### config.mk
export PLATFORM = sky130hd
export DESIGN_NAME = pixel_frame_stats
export DESIGN_NICKNAME = d
export VERILOG_FILES = /design/src/rtl/pixel_frame_stats.sv
export SDC_FILE = /design/constraint.sdc
export NUM_CORES = 1
export LEC_CHECK = 0
export BUFFER_PORTS_ARGS = -buffer_cell sky130_fd_sc_hd__buf_2
export CAP_MARGIN = 40
export CORE_MARGIN = 2
export CORE_UTILIZATION = 52
export CTS_CLUSTER_DIAMETER = 80
export DETAILED_ROUTE_END_ITERATION = 10
export PLACE_DENSITY = 0.72
export SLEW_MARGIN = 30
export SYNTH_ARGS = -nofsm -noshare
export SYNTH_HDL_FRONTEND = slang
export SYNTH_SLANG_ARGS = --single-unit
### constraint.sdc
create_clock -name clk -period 2.83 [get_ports clk]
set_clock_uncertainty 0.05 [all_clocks]
set_input_delay 0.566 -clock clk [delete_from_list [all_inputs] [get_ports clk]]
set_output_delay 0.566 -clock clk [all_outputs]
set_load 0.01 [all_outputs]
### src/rtl/pixel_frame_stats.sv
// Per-frame pixel statistics: min, max, sum and count above a threshold that is
// latched at start. Results are published when the frame's last pixel is accepted.
module pixel_frame_stats #(
  parameter int FRAME_PIXELS = 98304,
  parameter int CW           = 17
) (
  input  logic            clk,
  input  logic            rst_n,
  input  logic            start,
  input  logic [7:0]      threshold,
  input  logic            pix_valid,
  input  logic [7:0]      pix_in,
  output logic            busy,
  output logic            done,
  output logic [7:0]      pix_min,
  output logic [7:0]      pix_max,
  output logic [CW+7:0]   pix_sum,
  output logic [CW-1:0]   above_cnt
);

  localparam logic [1:0] S_IDLE  = 2'd0;
  localparam logic [1:0] S_ACCUM = 2'd1;
  localparam logic [1:0] S_DONE  = 2'd2;

  localparam logic [CW-1:0] LAST_IDX = CW'(FRAME_PIXELS - 1);

  logic [1:0]    r_state;
  logic [CW-1:0] r_cnt;
  logic [7:0]    r_thr;
  logic [7:0]    r_min;
  logic [7:0]    r_max;
  logic [CW+7:0] r_sum;
  logic [CW-1:0] r_above;

  logic          r_busy;
  logic          r_done;
  logic [7:0]    r_pix_min;
  logic [7:0]    r_pix_max;
  logic [CW+7:0] r_pix_sum;
  logic [CW-1:0] r_above_cnt;

  logic          w_accept;
  logic          w_last;
  logic [7:0]    w_min_nxt;
  logic [7:0]    w_max_nxt;
  logic [CW+7:0] w_sum_nxt;
  logic [CW-1:0] w_above_nxt;

  assign w_accept    = (r_state == S_ACCUM) && pix_valid;
  assign w_last      = w_accept && (r_cnt == LAST_IDX);
  assign w_min_nxt   = (pix_in < r_min) ? pix_in : r_min;
  assign w_max_nxt   = (pix_in > r_max) ? pix_in : r_max;
  assign w_sum_nxt   = r_sum + {{CW{1'b0}}, pix_in};
  assign w_above_nxt = r_above + {{(CW-1){1'b0}}, (pix_in > r_thr)};

  always_ff @(posedge clk or negedge rst_n) begin
    if (!rst_n) begin
      r_state     <= S_IDLE;
      r_cnt       <= '0;
      r_thr       <= '0;
      r_min       <= '0;
      r_max       <= '0;
      r_sum       <= '0;
      r_above     <= '0;
      r_busy      <= 1'b0;
      r_done      <= 1'b0;
      r_pix_min   <= '0;
      r_pix_max   <= '0;
      r_pix_sum   <= '0;
      r_above_cnt <= '0;
    end else begin
      case (r_state)
        S_IDLE: begin
          if (start) begin
            r_state <= S_ACCUM;
            r_busy  <= 1'b1;
            r_thr   <= threshold;
            r_cnt   <= '0;
            r_min   <= 8'hFF;
            r_max   <= 8'h00;
            r_sum   <= '0;
            r_above <= '0;
          end
        end
        S_ACCUM: begin
          if (w_accept) begin
            r_cnt   <= r_cnt + 1'b1;
            r_min   <= w_min_nxt;
            r_max   <= w_max_nxt;
            r_sum   <= w_sum_nxt;
            r_above <= w_above_nxt;
          end
          // Publish on the accepting edge so results are valid while done is high.
          if (w_last) begin
            r_state     <= S_DONE;
            r_done      <= 1'b1;
            r_pix_min   <= w_min_nxt;
            r_pix_max   <= w_max_nxt;
            r_pix_sum   <= w_sum_nxt;
            r_above_cnt <= w_above_nxt;
          end
        end
        S_DONE: begin
          r_state <= S_IDLE;
          r_done  <= 1'b0;
          r_busy  <= 1'b0;
        end
        default: begin
          r_state <= S_IDLE;
          r_done  <= 1'b0;
          r_busy  <= 1'b0;
        end
      endcase
    end
  end

  assign busy      = r_busy;
  assign done      = r_done;
  assign pix_min   = r_pix_min;
  assign pix_max   = r_pix_max;
  assign pix_sum   = r_pix_sum;
  assign above_cnt = r_above_cnt;

endmodule
==> flow_metrics.tcl <==
set metrics [dict create \
    via_per_inst 5.73 \
    timing.fmax_mhz 389 \
    path_max_fanout 6 \
    htreeDepth 4 \
    grt_usage 0.237 \
    cp.required_ns 3.09 \
    cts-root-buf "clkbuf_16" \
    cts.hold.buffers_added 0 \
    die_h_um 125 \
    dieArea_sq_um 15600 \
    antenna_found_initial 0 \
    critPathLaunchType "flop" \
    worstSetupPathType "flop to flop" \
    r2r_end "above_cnt[12]$_DFFE_PN0P_" \
    synthTopCellsByCount "dfrtp_1, nand2_1, o21ai_0" \
    diodes 0 \
    wl_per_cell_um 16.2 \
    yosys-top-cells-area "dfrtp_1, nand2_1, ha_1" \
    drv_cap 0 \
    crit_start "r_thr[1]$_DFFE_PN0P_" \
    die_w_um 125 \
    nets 951 \
    synthCells 804 \
    period_share 0.909 \
    numCtsBuffers 17 \
    final_util 0.623 \
    hold_violations 0 \
    synth_top_area_frac 0.479 \
    yosysSeqAreaShare 0.479 \
    worstRegToRegCells 14 \
    clk-insertion-delay-late_ns 0.43 \
    synth.net_count 859 \
    drt_wl_total_um 17700 \
    powerDensity_nw_per_um2 705 \
    num_io_pins 80 \
    via_count 6266 \
    p_total_w 0.00631 \
    layout-area-overhead-vs-synth_pct 18.1 \
    p_leak_nw 4.17 \
    drc_errors 0 \
    synth.most_common_cell "dfrtp_1" \
    place.gp.congestion 0.868 \
    drt_pass1_iterations 5 \
    grt_first_pass_wirelength_um 29900 \
    clockBufferDepth 2 \
    port_buffers 79 \
    grt_pass1_vias 6035 \
    drv_slew 0 \
    start_util 0.528 \
    synth_flop_cell "dfrtp_1" \
    cp_data_arrival_time_ns 2.83 \
    ys_types 64 \
    peakVddDrop_mv 0.534 \
    critPathCaptureType "flop" \
    relSlewSlack 0.524 \
    syn_area_sq_um 7580 \
    drive_above_1_share 0.193 \
    ys_seq_elements 145 \
    syn_avg_cell_area_sq_um 9.43 \
    async_reset_ff_frac 1.00 \
    worst_pin_slew_ns 0.715 \
    gr-total-overflow 0 \
    grt_max_degree 70 \
    yosys_warnings 0 \
    cts.sinks 145 \
    dp_hpwl_um 11900 \
    r2r_start "r_thr[1]$_DFFE_PN0P_" \
    rows 44 \
    clkTransAtPathRegs_ns 0.06 \
    status "completed" \
    cts_tree "done" \
    period_needed_ns 2.57 \
    ant_nets 0 \
    setup-violations-final 0 \
    rrSetupSlack_ns 0.26 \
    hold_class "input port to async pin" \
    core_sq_um 14400 \
    drtIter0Drc 480 \
    yosys.area.top_type "dfrtp_1" \
    synth_edf_count 0 \
]
==> repair_timing <==
item                                    CTS  global route
endpoints found under the setup margin    0            15
gates resized for setup                   0            10
setup buffers                             0             3
==> area by class of cell <==
class                      count  area, sq um
inverter                      41          154
clock inverter                12         91.3
timing repair buffer         117          712
sequential                   145         3630
clock buffer                  20          457
tap                          184          230
fill                        1238         5420
multi-input combinational    574         3680
==> critical path: stages (launching register included) <==
cell and delay [ns]:
dfrtp_1 0.34, inv_2 0.05, ha_4 0.26, nor2b_4 0.12
o21a_1 0.11, o21ai_1 0.05, a21oi_1 0.12, o22a_2 0.21
ha_4 0.16, nand4_1 0.14, nor3_2 0.22, buf_4 0.17
nand4_1 0.16, xnor2_1 0.22, o21ai_1 0.09
==> cell usage in the layout, fill, tap and decap left out, types with 3 or more instances in the layout <==
cell       netlist  final
mux2i_1          3      3
o311ai_1         7      7
o31ai_1          7      7
a31oi_1         10     10
dfrtp_1        145    145
or3_1            7      7
xnor2_1         32     32
nand2_1        136    136
o21ai_1          4      6
buf_4            0     36
nor2_1          31     30
o21ai_0         76     74
buf_2            6     78
o211ai_1        14     14
o22a_1           9      8
xor2_1          20     20
nand4_1         26     26
ha_1            34     32
clkbuf_16        0     17
clkinv_2         0      9
and3_1           7      7
a211o_1          3      3
o22ai_1          6      6
o2111ai_1        3      3
nand3_1         29     29
inv_1           40     39
a21oi_1         35     35
nor2b_1          6      5
a22o_1           9      9
a21o_1           4      4
a32o_1           8      8
a211oi_1         3      3
nor3_1           7      7
==> flip-flops by register name, indices dropped and copies added, names as in the netlist, 17 cells and up <==
name and flops:
above_cnt 17, pix_sum 25, r_above 17, r_cnt 17, r_sum 25
==> report_power, final <==
part	internal (W)	switching (W)	total [W]
Combinational	0.000725	0.000940	0.00167
Sequential	0.00232	0.000228	0.00255
Clock	0.00124	0.000860	0.00210
==> per-stage QoR <==
step / setup slack [ns] / instances / instance area (sq um) / setup TNS, ns / hold WS [ns]
after global routing: -0.000998 / 1093 / 8950 / -0.000998 / 0.0967
after global placement: -0.112 / 1058 / 8340 / -0.731 / 0.406
final: 0.258 / 1093 / 8950 / 0 / 0.0602
after CTS: 0.126 / 1090 / 8880 / 0 / 0.0704
after detailed placement: -0.162 / 1058 / 8340 / -1.35 / 0.413
after floorplan: 0.0542 / 804 / 7580 / 0 / 0.220
==> kinds of logic after synthesis <==
group / share of synthesized area
buffers and inverters: 0.0431
flip-flops: 0.479
adder cells (fa/ha/maj): 0.0588
AND/OR/NAND/NOR: 0.169
XOR/XNOR: 0.0601
AO/OA/AOI/OAI: 0.187
multiplexers: 0.00396
==> metal layers <==
metal | wire, um | global-route usage | vias up | share of wire
li1 | - | - | 3053 | -
met1 | 8290 | 0.322 | 3037 | 0.47
met2 | 8150 | 0.375 | 148 | 0.46
met3 | 874 | 0.0515 | 28 | 0.050
met4 | 349 | 0.0899 | 0 | 0.020
met5 | 0 | 0 | - | 0
==> how the worst max path moves through the flow <==
stage	to	slack [ns]	cells past startpoint
2_1_floorplan	above_cnt[16]$_DFFE_PN0P_	0.05	12
3_3_place_gp	r_above[12]$_DFFE_PN0P_	-0.11	14
3_5_place_dp	above_cnt[12]$_DFFE_PN0P_	-0.16	14
4_1_cts	above_cnt[12]$_DFFE_PN0P_	0.13	14
5_1_grt	above_cnt[12]$_DFFE_PN0P_	-0.001	14
6_report	above_cnt[12]$_DFFE_PN0P_	0.26	14
No activity file was read; power rests on OpenSTA's default activity.
